$ cat config.mk
export PLATFORM = sky130hd
export DESIGN_NAME = conv_mac_scheduler
export DESIGN_NICKNAME = d
export VERILOG_FILES = /design/src/rtl/lenet_fixed_pkg.sv /design/src/rtl/fixed_productor.sv /design/src/rtl/sm_sat_adder.sv /design/src/rtl/conv_mac_scheduler.sv
export SDC_FILE = /design/constraint.sdc
export NUM_CORES = 1
export LEC_CHECK = 0
export BUFFER_PORTS_ARGS = -buffer_cell sky130_fd_sc_hd__buf_2
export CAP_MARGIN = 20
export CELL_PAD_IN_SITES_DETAIL_PLACEMENT = 1
export CELL_PAD_IN_SITES_GLOBAL_PLACEMENT = 1
export CORE_ASPECT_RATIO = 1.75
export CORE_MARGIN = 8
export CORE_UTILIZATION = 40
export CTS_CLUSTER_DIAMETER = 200
export DETAILED_ROUTE_END_ITERATION = 16
export PLACE_DENSITY_LB_ADDON = 0.1
export SKIP_CTS_REPAIR_TIMING = 1
export SYNTH_ARGS = -nofsm -noshare
export SYNTH_HDL_FRONTEND = slang
export SYNTH_SLANG_ARGS = --single-unit
$ cat constraint.sdc
create_clock -name clk -period 9.45 [get_ports clk]
set_input_delay 0.4725 -clock clk [delete_from_list [all_inputs] [get_ports clk]]
set_output_delay 0.4725 -clock clk [all_outputs]
set_load 0.03 [all_outputs]
$ cat src/rtl/lenet_fixed_pkg.sv
// Shared fixed-point definitions for the LeNet-5 datapath.
// Values are sign-magnitude Q7.10: bit 17 is the sign, 16:10 the integer part, 9:0 the fraction.
package lenet_fixed_pkg;

  localparam int DW     = 18;
  localparam int FRAC_W = 10;
  localparam int MAG_W  = DW - 1;

  localparam logic [DW-1:0]    ONE     = 18'h00400;
  localparam logic [MAG_W-1:0] MAG_MAX = 17'h1FFFF;

  typedef logic [1:0] state_t;
  localparam state_t ST_IDLE  = 2'd0;
  localparam state_t ST_RUN   = 2'd1;
  localparam state_t ST_DRAIN = 2'd2;
  localparam state_t ST_DONE  = 2'd3;

  typedef struct packed {
    logic             sign;
    logic [MAG_W-1:0] mag;
  } sm_t;

  // A value with zero magnitude is always carried as +0.
  function automatic sm_t sm_norm(input sm_t v);
    sm_t r;
    r = v;
    if (v.mag == '0) r.sign = 1'b0;
    return r;
  endfunction

endpackage

$ cat src/rtl/fixed_productor.sv
// Combinational sign-magnitude Q7.10 multiplier.
// The fraction is truncated and magnitude overflow wraps mod 2^17.
module fixed_productor
  import lenet_fixed_pkg::*;
(
  input  sm_t a_i,
  input  sm_t b_i,
  output sm_t p_o
);

  logic [2*MAG_W-1:0] full_mag;
  logic [MAG_W-1:0]   mag;

  assign full_mag = {{MAG_W{1'b0}}, a_i.mag} * {{MAG_W{1'b0}}, b_i.mag};
  assign mag      = MAG_W'(full_mag >> FRAC_W);

  assign p_o.mag  = mag;
  assign p_o.sign = (a_i.sign ^ b_i.sign) & (|mag);

endmodule

$ cat src/rtl/sm_sat_adder.sv
// Combinational sign-magnitude adder that clamps the magnitude at MAG_MAX
// and flags the clamp on sat_o.
module sm_sat_adder
  import lenet_fixed_pkg::*;
(
  input  sm_t  a_i,
  input  sm_t  b_i,
  output sm_t  y_o,
  output logic sat_o
);

  logic [MAG_W:0] mag_sum;

  assign mag_sum = {1'b0, a_i.mag} + {1'b0, b_i.mag};

  // NOTE: every output gets a default first so no path through the branches infers a latch.
  always_comb begin
    y_o   = '0;
    sat_o = 1'b0;
    if (a_i.sign == b_i.sign) begin
      y_o.sign = a_i.sign;
      if (mag_sum[MAG_W]) begin
        y_o.mag = MAG_MAX;
        sat_o   = 1'b1;
      end else begin
        y_o.mag = mag_sum[MAG_W-1:0];
      end
    end else if (a_i.mag >= b_i.mag) begin
      y_o.sign = a_i.sign;
      y_o.mag  = a_i.mag - b_i.mag;
    end else begin
      y_o.sign = b_i.sign;
      y_o.mag  = b_i.mag - a_i.mag;
    end
    if (y_o.mag == '0) y_o.sign = 1'b0;
  end

endmodule

$ cat src/rtl/conv_mac_scheduler.sv
// Streams TAPS weight/pixel pairs through one shared multiplier, accumulates
// onto the bias and hands back one saturated result per job over valid/ready.
module conv_mac_scheduler
  import lenet_fixed_pkg::*;
#(
  parameter int TAPS   = 25,
  parameter int ADDR_W = 5
) (
  input  logic              clk,
  input  logic              rst,
  input  logic              start,
  input  logic [DW-1:0]     bias,
  output logic              busy,
  output logic              rd_en,
  output logic [ADDR_W-1:0] w_addr,
  output logic [ADDR_W-1:0] x_addr,
  input  logic [DW-1:0]     w_data,
  input  logic [DW-1:0]     x_data,
  output logic              out_valid,
  input  logic              out_ready,
  output logic [DW-1:0]     out_data,
  output logic              sat
);

  state_t            state_q, state_d;
  logic [ADDR_W-1:0] cnt_q, cnt_d;
  logic              rd_v_q;
  logic              prod_v_q;
  sm_t               prod_q;
  sm_t               acc_q, acc_d;
  logic              sat_q, sat_d;
  sm_t               out_data_q, out_data_d;
  logic              out_valid_q, out_valid_d;

  sm_t  prod_c;
  sm_t  sum_c;
  logic sum_sat_c;

  fixed_productor u_mul (
    .a_i (w_data),
    .b_i (x_data),
    .p_o (prod_c)
  );

  sm_sat_adder u_add (
    .a_i   (acc_q),
    .b_i   (prod_q),
    .y_o   (sum_c),
    .sat_o (sum_sat_c)
  );

  always_comb begin
    state_d     = state_q;
    cnt_d       = cnt_q;
    acc_d       = acc_q;
    sat_d       = sat_q;
    out_data_d  = out_data_q;
    out_valid_d = out_valid_q;

    if (prod_v_q) begin
      acc_d = sum_c;
      sat_d = sat_q | sum_sat_c;
    end

    case (state_q)
      ST_IDLE: begin
        if (start) begin
          acc_d   = sm_norm(bias);
          sat_d   = 1'b0;
          cnt_d   = '0;
          state_d = ST_RUN;
        end
      end
      ST_RUN: begin
        if (cnt_q == ADDR_W'(TAPS - 1)) begin
          cnt_d   = '0;
          state_d = ST_DRAIN;
        end else begin
          cnt_d = cnt_q + ADDR_W'(1);
        end
      end
      ST_DRAIN: begin
        // The last product is being folded in when nothing is left in the read pipe.
        if (prod_v_q && !rd_v_q) begin
          out_data_d  = sum_c;
          out_valid_d = 1'b1;
          state_d     = ST_DONE;
        end
      end
      default: begin
        if (out_ready) begin
          out_valid_d = 1'b0;
          state_d     = ST_IDLE;
        end
      end
    endcase
  end

  // NOTE: sequential state uses non-blocking assignments so every register samples pre-edge values.
  always_ff @(posedge clk) begin
    if (rst) begin
      state_q     <= ST_IDLE;
      cnt_q       <= '0;
      rd_v_q      <= 1'b0;
      prod_v_q    <= 1'b0;
      prod_q      <= '0;
      acc_q       <= '0;
      sat_q       <= 1'b0;
      out_data_q  <= '0;
      out_valid_q <= 1'b0;
    end else begin
      state_q     <= state_d;
      cnt_q       <= cnt_d;
      rd_v_q      <= rd_en;
      prod_v_q    <= rd_v_q;
      prod_q      <= prod_c;
      acc_q       <= acc_d;
      sat_q       <= sat_d;
      out_data_q  <= out_data_d;
      out_valid_q <= out_valid_d;
    end
  end

  assign busy      = (state_q != ST_IDLE);
  assign rd_en     = (state_q == ST_RUN);
  assign w_addr    = cnt_q;
  assign x_addr    = cnt_q;
  assign out_valid = out_valid_q;
  assign out_data  = out_data_q;
  assign sat       = sat_q;

endmodule

; ---- Yosys cells after proc, flatten, opt, wreduce, memory -nomap -nowiden
; Index checks and enable logic that the tools add are counted.
[word_totals]
ff_bits = 65
latchBits = 0
ram_bits = 0
mem_bits_ro = 0
word_cells = 68
n_memories = 0
[op_classes]
n_addsub = 4
multipliers = 1
n_div = 0
n_lt_le_gt_ge = 1
eq_ne = 7
shift = 0
mux = 24
bitwise_logic = 4
n_reduce_logical = 15
[ops]
columns = op, n
row1 = $mux 18, 5
row2 = $logic_not 17->1, 2
row3 = $sub 17x17->17, 2
row4 = $mul 17x17->27, 1
row5 = $add 17x17->18, 1
row6 = $ge 17x17->1, 1
row7 = $mux 17, 1
row8 = $reduce_or 17->1, 1
row9 = $mux 5, 2
row10 = $pmux 5 s2, 1
row11 = $mux 1, 9
row12 = $mux 2, 4
row13 = $pmux 2 s3, 1
row14 = $reduce_bool 2->1, 3
row15 = $add 5x1->5 const B, 1
row16 = $eq 5x5->1 const B, 1
row17 = $ne 2x2->1 const B, 2
row18 = $reduce_and 2->1, 2
row19 = $reduce_and 4->1, 1
row20 = $reduce_bool 4->1, 1
row21 = $reduce_and 3->1, 1
row22 = $eq 2x1->1 const B, 1
row23 = $eq 2x2->1 const B, 1
row24 = $logic_not 2->1, 1
row25 = 10 further kinds, 10

; ---- Logic depth before layout (Yosys ltp)
; Gate-level depths: netlist of run 1.
[logic_depth]
ltp_word = 8
depth_mapped = 25
ltp_nobuf = 24

; ---- By module
; From an unflattened synthesis of run 1, not the netlist that was laid out.
[unflattened]
cells_unflattened = 1671
hier_area_um2 = 13927.1
[by_module_without_submodules]
columns = mod, n_inst, cells_per_inst, area_each_um2, seq_area_each_um2
row1 = fixed_productor, 1, 986, 8391.8, 0.0
row2 = sm_sat_adder, 1, 409, 2935.3, 0.0
row3 = conv_mac_scheduler, 1, 276, 2600.0, 1301.2

; ---- Worst setup path after synthesis of run 1
; No wires, ideal clock.
[synth_path]
path_kind = in2reg
from = in w_data[15]
to = reg prod_q[17] (netlist bit)
setup_ns = 0.133
arrival_time_ns = 6.145
t_required_ns = 9.317
path_slack_ns = 3.172
stages = 23
cell_sequence = clkbuf_1 > and2_1 > fa_1 > inv_1 > fa_1 > inv_1 > fa_1 > inv_1 > fa_1 > fa_1 > fa_1 > inv_1 > ha_1 > clkbuf_1 > a311o_1 > a21o_1 > nor3_1 > nor2_1 > a21oi_1 > xor2_1 > nand4_1 > nor4b_1 > a311oi_1
[synth_via]
elab_chain_cells = 3
[synth_lines]
columns = item, line
row1 = from (decl), conv_mac_scheduler.sv:17  ; input logic [DW-1:0] w_data,
row2 = $mul 17x17->27, fixed_productor.sv:14  ; assign full_mag = {{MAG_W{1'b0}}, a_i.mag} * {{MAG_W{1'b0}}, b_i.mag};
row3 = $reduce_or 17->1, fixed_productor.sv:18  ; assign p_o.sign = (a_i.sign ^ b_i.sign) & (|mag);
row4 = $and 1x1->1, fixed_productor.sv:18
row5 = to (signal assigned), conv_mac_scheduler.sv:116  ; prod_q <= prod_c;
row6 = to (decl), conv_mac_scheduler.sv:29  ; sm_t prod_q;
; No other way between the ends.
; A chain may end at the register's enable or synchronous reset.

; ---- Final worst setup path of run 1
[layout_path]
from = in x_data[3]
to = reg prod_q[17] (netlist bit)
[layout_via]
elab_chain_cells = 3
[layout_lines]
columns = item, line
row1 = from (decl), conv_mac_scheduler.sv:18  ; input logic [DW-1:0] x_data,
row2 = $mul 17x17->27, fixed_productor.sv:14
row3 = $reduce_or 17->1, fixed_productor.sv:18
row4 = $and 1x1->1, fixed_productor.sv:18
; No other way between the ends.

==> results of run 1 <==
worst max-delay path, cell delays in order:
cell and delay [ns]:
buf_2 0.30, nand2_1 0.13, fa_1 0.52, fa_1 0.55
inv_1 0.05, fa_1 0.51, fa_1 0.61, fa_1 0.44
fa_1 0.45, ha_1 0.37, and2_1 0.18, a311o_1 0.31
a21o_1 0.22, nor3_1 0.52, nor2_1 0.19, a21oi_1 0.21
xor2_1 0.22, nand4_1 0.11, nor4b_1 0.54, a311oi_1 0.17
metal layers:
layer,global-route usage,part of all wire
met5,0,0
met4,0.148,0.066
met3,0.0186,0.019
met2,0.485,0.58
met1,0.207,0.33
synthesized netlist by cell type, types with 5 or more instances:
library cell,n
inv_1,320
nand2_1,209
fa_1,206
and2_1,130
ha_1,130
nor2_1,93
a21oi_1,74
dfxtp_1,65
clkbuf_1,59
o21ai_0,39
a211oi_1,31
nor3_1,28
xnor2_1,28
nand3_1,16
a21o_1,15
xor2_1,14
nand4_1,13
mux2i_1,12
nand2b_1,12
o21bai_1,11
nor2b_1,10
buf_2,9
buf_4,9
a31oi_1,8
a221oi_1,7
and3_1,7
nor4_1,7
o2111ai_1,6
o211ai_1,6
nand3b_1,5
nor4b_1,5
o31ai_1,5
or4_1,5
per-stage QoR:
step,instances,setup WS [ns]
floorplan,1693,3.17
global placement,2166,2.12
detailed placement,2166,2.09
CTS,2182,2.47
global route,2182,2.20
finish,2182,2.56
flip-flops by register name, indices dropped and copies added (netlist names):
| name | count |
|---|---|
| sat | 1 |
| acc_q | 18 |
| out_data | 18 |
| prod_q | 18 |
| state_q | 2 |
| prod_v_q | 1 |
| out_valid | 1 |
| w_addr | 5 |
| rd_v_q | 1 |
final timing paths:
| check | slack [ns] | to | cells past startpoint | from |
|---|---|---|---|---|
| setup / recovery | 2.56 | prod_q[17] | 20 | x_data[3] |
| hold reg to reg | 0.45 | out_data[11] | 2 | out_data[11] |
| setup reg to reg | 4.62 | acc_q[17] | 11 | prod_q[11] |
| hold / removal | 0.38 | acc_q[5] | 3 | bias[5] |
cell usage in the layout (no fill, tap or decap), types with 16 or more instances in the layout:
cell type	n
inv_1	320
nand2_1	209
fa_1	206
and2_1	130
ha_1	130
nor2_1	93
buf_2	89
a21oi_1	74
dfxtp_1	65
o21ai_0	39
a211oi_1	31
nor3_1	28
xnor2_1	27
nand3_1	16
kinds of logic after synthesis:
| logic type | Yosys count | synth area share |
|---|---|---|
| simple gates | 555 | 0.196 |
| xor+xnor | 42 | 0.0266 |
| fa+ha+maj | 336 | 0.415 |
| mux | 16 | 0.0119 |
| compound gates | 276 | 0.141 |
| flops | 65 | 0.0940 |
| buf+inv | 403 | 0.115 |
area by class of cell:
| type | count | area, µm² |
|---|---|---|
| clock buffer | 9 | 225 |
| clock inverter | 7 | 100 |
| fill | 4211 | 19500 |
| inverter | 321 | 1200 |
| multi-input combinational | 1225 | 11000 |
| sequential | 65 | 1300 |
| tap | 460 | 576 |
| timing repair buffer | 95 | 490 |
==> results.md, run 1 <==
- DIE WIDTH: 157 µm
- Via/cell ratio: 5.42
- Vias in the first global route: between 10,000 and 15,000
- Die area: 41,100 µm²
- Seq cells post-synth: 65
- Final nets: 2,111
- Sequential fraction of the synthesis area: 0.0940
- Crit start category: input port
- Drt total wl: about 47 mm
- Post-synth EDFFs: 0
- Layout Utilization: 0.433
- Design Area, Final: roughly 15,000 µm²
- Slew Limit Fails: 0
- Synth cell types: 85
- Initial antenna violation count: 0
- Largest net degree at the start of global routing: 65
- Status: complete, no violations
- H-tree depth: 3
- Height of the die: 262 µm
- Setup Viol. Count Final: 0
- Global route total overflow: 0
- Clock Skew: roughly 0.01 ns
- Global placement routability congestion: about 0.94
- Clk root buf: clkbuf_16
- Hold Path Class: input port to register
- Clk sinks: 65
- TritonCTS clock tree: done
- Kind of end point of the critical path: register
- Later-pin clock latency in the skew report: roughly 0.35 ns
- Unrepaired setup endpoints after global routing: no
- CP max FO: 17
- Routed Antenna Nets: 0
- Syn Std Cell Area: 13,800 µm²
- Max_cap viols: 0
- Clock Tree Buf Depth: 2
- Dpl hpwl: about 40 mm
- Port buffer count: 89
- Avg Cell Area, Syn: 8.18 µm²
- Core area: between 30,000 and 40,000 µm²
- Initial Utilization: 0.403
- WHS: 0.379 ns
- Syn Nets: 2,087
- Synth top area cells: fa_1 (30%), ha_1 (12%), dfxtp_1 (9.4%)
- Routed vias: 11,800
- Final worst path period need: 6.89 ns
- Clock slew at reported path FFs: ~0.06 ns
- First-pass GRT wire length: about 73 mm
- I/O Pins: 90
- Final Hold Fails: 0
- Pin slew with the least headroom to its limit: about 1.0 ns
- Area growth, synth to finish: 7.34%
- Detailed-route DRC error count: 0
- DR WL/cell: around 21 µm
- Ant. Diodes: 0
- CTS buffer count: 9
- Worst slew margin: 0.320
- Max Freq: 145 MHz
- Post-synth top area share: 0.298
- First-iteration detailed-routing DRC count: 329
- WS Path Type: input port to register
- Ys async rst share: 0
- Required time of the critical path: 9.64 ns
- DRT Pass-1 Iters: 5
- CP arrival: 7.08 ns
- Synth area leader: fa_1
- Ys flop type: dfxtp_1
- All-Layer GR Usage: 0.234
- Ys Warns: 0
- Instance area at placement: 14,500 µm²
- Final critical-path share of the clock period: 0.729
- Setup TNS after final layout: 0 ns
- Share of cells above drive strength 1: 0.0830
- Post-Synthesis Cells: 1,693
- Cell Rows: 90
Power of run 1 is left out: the tool's default activity adds up to more than one toggle a clock period on the data nets, which glitch-free logic cannot reach.
==> run 2: changes to the inputs <==
==> constraint.sdc (replaced) <==
create_clock -name clk -period 5.7 [get_ports clk]
set_input_delay 0.285 -clock clk [delete_from_list [all_inputs] [get_ports clk]]
set_output_delay 0.285 -clock clk [all_outputs]
set_load 0.03 [all_outputs]
==> run 2 against run 1 <==
Net effect: the flow now finishes with violations (negative setup slack); sequential cell count did not move; global-route usage rose by 0.68 points; non-clock buffer count rose by 132; first-iteration DRC count rose by 5.5%; clock skew rose by 0.0026 ns; clock-buffer cell count did not move; cell count rose by 6.0%; register-to-register slack got worse by 3.6 ns; worst hold slack got worse by 0.19 ns; design area rose by 9.6%; utilization rose by 4.1 points; sequential share of layout area fell by 0.77 points.
==> results.md, run 2 (synthesized netlist as in run 1, its figures left out) <==
- Status: complete, but fails checks
- Failing checks: negative setup slack
- First-pass GRT wire length: 75.8 mm
- Cell Rows: 90
- Detailed-route DRC error count: 0
- DIE WIDTH: approximately 160 µm
- Area growth, synth to finish: 17.6%
- Clk sinks: 65
- Core area: 34,300 µm²
- Final critical-path share of the clock period: 1.03
- Via/cell ratio: 5.29
- Max Freq: 171 MHz
- Clock slew at reported path FFs: 0.06 ns
- Crit start category: input port
- Routed vias: 12,200
- Setup Viol. Count Final: 2
- TritonCTS clock tree: done
- Clk root buf: clkbuf_16
- Dpl hpwl: 41.1 mm
- Largest net degree at the start of global routing: 65
- Port buffer count: between 80 and 90
- Final Hold Fails: 0
- Post-Layout Cell Count: between 2,000 and 2,500
- Final nets: ~2,200
- CP arrival: 6.12 ns
- CP max FO: 8
- DRT Pass-1 Iters: 4
- H-tree depth: 3
- Most frequent cells in the layout: inv_1 (312), nand2_1 (209), fa_1 (200)
- Kind of end point of the critical path: register
- Later-pin clock latency in the skew report: between 0.3 and 0.4 ns
- Routed Antenna Nets: 0
- CTS buffer count: 9
- Unrepaired setup endpoints after global routing: yes
- Vias in the first global route: 13,800
- Hold Path Class: input port to register
- Max_cap viols: 0
- DR WL/cell: around 21 µm
- Pin slew with the least headroom to its limit: roughly 1.1 ns
- Share of cells above drive strength 1: 0.177
- Required time of the critical path: between 5 and 6 ns
- Die area: slightly above 40,000 µm²
- Drt total wl: around 48 mm
- Slew Limit Fails: 0
- Height of the die: 262 µm
- Global route total overflow: 0
- Initial antenna violation count: 0
- Ant. Diodes: 0
- Dpl cells: 2,291
- I/O Pins: 90
- Worst slew margin: 0.233
- First-iteration detailed-routing DRC count: 347
- All-Layer GR Usage: 0.241
- Initial Utilization: 0.403
- WS Path Type: input port to register
- Setup ws final: -0.157 ns
- Most common cell after layout, fill and taps aside: inv_1
- Setup TNS after final layout: -0.224 ns
- Clock Tree Buf Depth: 2
- Clock Skew: 0.0125 ns
- Final worst path period need: 5.86 ns
- Global placement routability congestion: roughly 0.95
[run 2: routing by layer]
metal  track usage  share of wire
met5             0              0
met4         0.141          0.064
met2         0.479           0.56
met3        0.0176          0.023
met1         0.236           0.35
[run 2: area by class of cell]
class | count | area, µm²
Multi-Input combinational cell | 1225 | 11300
Tap cell | 460 | 576
Clock inverter | 7 | 103
Inverter | 321 | 1200
Timing Repair Buffer | 227 | 1610
Clock buffer | 9 | 225
Sequential cell | 65 | 1300
Fill cell | 4173 | 18100
[run 2: through the flow]
step                 util  worst slack (ns)  cell area [µm²]  hold WS (ns)
finish              0.474            -0.157            16300         0.189
global route        0.474            -0.331            16300         0.191
CTS                 0.465            -0.306            16000         0.177
detailed placement  0.455            -0.679            15600         0.447
global placement    0.455            -0.513            15600         0.443
floorplan               -            -0.137            14000         0.421
[run 2: worst max-delay path, stage by stage]
cell	delay [ns]
buf_12	0.12
and2_4	0.16
fa_1	0.56
inv_2	0.05
fa_1	0.54
inv_2	0.04
fa_1	0.56
inv_2	0.05
fa_2	0.57
fa_1	0.45
fa_2	0.55
inv_2	0.05
ha_4	0.15
and2_4	0.13
a311o_1	0.28
a21o_4	0.25
nor3_4	0.26
buf_6	0.14
o31ai_4	0.06
a31oi_2	0.25
o21bai_2	0.10
a21oi_2	0.18
xnor2_2	0.10
a311oi_1	0.26
[run 2: path summary, 6_finish.rpt]
| kind | from | endpoint | slack, ns | depth (start not counted) |
|---|---|---|---|---|
| setup / recovery | x_data[3] | prod_q[17] | -0.16 | 24 |
| hold / removal | bias[6] | acc_q[6] | 0.19 | 3 |
| setup reg to reg | prod_q[12] | out_data[17] | 1.03 | 11 |
| hold reg to reg | out_data[10] | out_data[10] | 0.45 | 2 |
Power of run 2 is left out for the same reason.
==> run 3: changes to the inputs <==
--- a/config.mk
+++ b/config.mk
@@ -14,7 +14,8 @@
 export CORE_UTILIZATION = 40
 export CTS_CLUSTER_DIAMETER = 200
 export DETAILED_ROUTE_END_ITERATION = 16
-export PLACE_DENSITY_LB_ADDON = 0.1
+export PLACE_DENSITY = 0.71
+export REMOVE_ABC_BUFFERS = 1
 export SKIP_CTS_REPAIR_TIMING = 1
 export SYNTH_ARGS = -nofsm -noshare
 export SYNTH_HDL_FRONTEND = slang
==> run 3 against run 2 <==
Net effect: the flow still finishes with violations (negative setup slack); via count is 1.8% higher; global-route usage fell by 0.49 points; critical path depth decreased by 1; wire length is 0.19% higher; worst hold slack gained 0.0069 ns; register-to-register slack better by 0.09 ns; clock skew hardly changed; setup slack worse by 0.19 ns; utilization increased by 0.066 points; clock-buffer cell count increased by 1; die area did not move; critical endpoint unchanged.
==> results.md, run 3 (synthesized netlist as in run 1, its figures left out) <==
- Most common cell after layout, fill and taps aside: inv_1
- Setup Viol. Count Final: 4
- Seq. cell area: 1300 µm²
- Critical Path Most Common Cell: fa_1
- Instance area at placement: 15,600 µm²
- Clock Skew: 0.0125 ns
- WS Path Type: input port to register
- CP max stage cell: fa_2
- Kind of end point of the critical path: register
- CP max FO: 8
- Global placement routability congestion: 0.944
- DRT Pass-1 Iters: 5
- Routed Antenna Nets: 0
- CP peak stage delay: roughly 0.6 ns
- Max Freq: 165 MHz
- Drt total wl: 48.4 mm
- Die area: 41,100 µm²
- H-tree depth: 3
- Required time of the critical path: 5.95 ns
- # fillers: 4,178
- Max_cap viols: 0
- Clock Tree Buf Depth: 2
- Final critical-path share of the clock period: 1.06
- Clock slew at reported path FFs: 0.06 ns
- Port buffer count: just under 90
- Detailed-route DRC error count: 0
- Final Hold Fails: 0
- Dpl hpwl: 41.1 mm
- Status: complete, but fails checks
- All-Layer GR Usage: 0.236
- Final nets: ~2,200
- Final worst path period need: 6.04 ns
- Initial Utilization: 0.403
- Design Area, Final: 16,300 µm²
- Pin slew with the least headroom to its limit: 0.912 ns
- Clk sinks: 65
- DIE WIDTH: ~160 µm
- Most frequent cells in the layout: inv_1 (315), nand2_1 (209), fa_1 (200)
- TritonCTS clock tree: done
- Via/cell ratio: 5.38
- Hold depth: 3
- Worst slew margin: 0.391
- Hold Path Class: input port to register
- Clk root buf: clkbuf_16
- Initial antenna violation count: 0
- Crit start category: input port
- Slew Limit Fails: 0
- Later-pin clock latency in the skew report: 0.35 ns
- Vias in the first global route: 14,200
- Area of the multi-input gates: 11,200 µm²
- First-iteration detailed-routing DRC count: around 400
- Cell Rows: 90
- Height of the die: about 260 µm
- I/O Pins: 90
- CP arrival: about 6.3 ns
- CTS buffer count: 9
- Routed vias: 12,500
- Core area: 34,300 µm²
- Area growth, synth to finish: 17.8%
- Unrepaired setup endpoints after global routing: yes
- Ant. Diodes: 0
- First-pass GRT wire length: approximately 75 mm
- Worst path cell trace: buf_2 -> buf_4 -> nand2_1 -> fa_1 -> fa_1 -> fa_1 -> fa_2 -> fa_1 -> fa_1 -> inv_1 -> ha_2 -> and2_4 -> a311o_1 -> a21o_1 -> a41oi_2 -> buf_6 -> o31ai_4 -> buf_6 -> a31oi_4 -> o21bai_1 -> a21oi_1 -> xnor2_1 -> a311oi_1
- Setup ws final: -0.344 ns
- Global route total overflow: 0
- Failing checks: negative setup slack
- DR WL/cell: 20.9 µm
- Largest net degree at the start of global routing: 65
- WHS: a little under 0.2 ns
- R2r worst-path depth: 11
- Share of cells above drive strength 1: 0.173
## run 3: worst paths after layout
kind,startpoint,endpoint,slack [ns]
min reg2reg,out_data[7],out_data[7],0.46
max reg2reg,prod_q[10],acc_q[17],1.12
min,bias[4],acc_q[4],0.20
max,w_data[8],prod_q[17],-0.34
## run 3: metrics by stage
| step | setup WS, ns | std cells | TNS [ns] | utilization |
|---|---|---|---|---|
| floorplan | -0.136 | 1611 | -0.203 | - |
| global placement | -0.717 | 2294 | -3.48 | 0.454 |
| detailed placement | -0.900 | 2294 | -5.38 | 0.454 |
| CTS | -0.539 | 2309 | -1.76 | 0.463 |
| global route | -0.549 | 2318 | -1.93 | 0.475 |
| finish | -0.344 | 2318 | -0.792 | 0.475 |
## run 3: critical path, delay by kind of cell
family,cells,cell delay [ns]
compound gates,8,1.59
xor+xnor,1,0.13
fa+ha+maj,7,3.29
buf+inv,5,0.75
simple gates,2,0.22
## run 3: per-layer routing
layer	wire, µm	vias to the layer above	track usage
met4	3360	0	0.152
met2	27300	324	0.475
met3	1240	159	0.0175
met1	16500	6266	0.220
met5	0	-	0
li1	-	5711	-
## run 3: final cells by class
type,count,share of cell area
clock buffers,10,0.0147
clock inverters,5,0.00345
inverters,321,0.0739
multi-input cells,1225,0.688
flip-flops and latches,65,0.0798
well taps,460,0.0353
repair buffers,232,0.105
Power of run 3 is left out for the same reason.
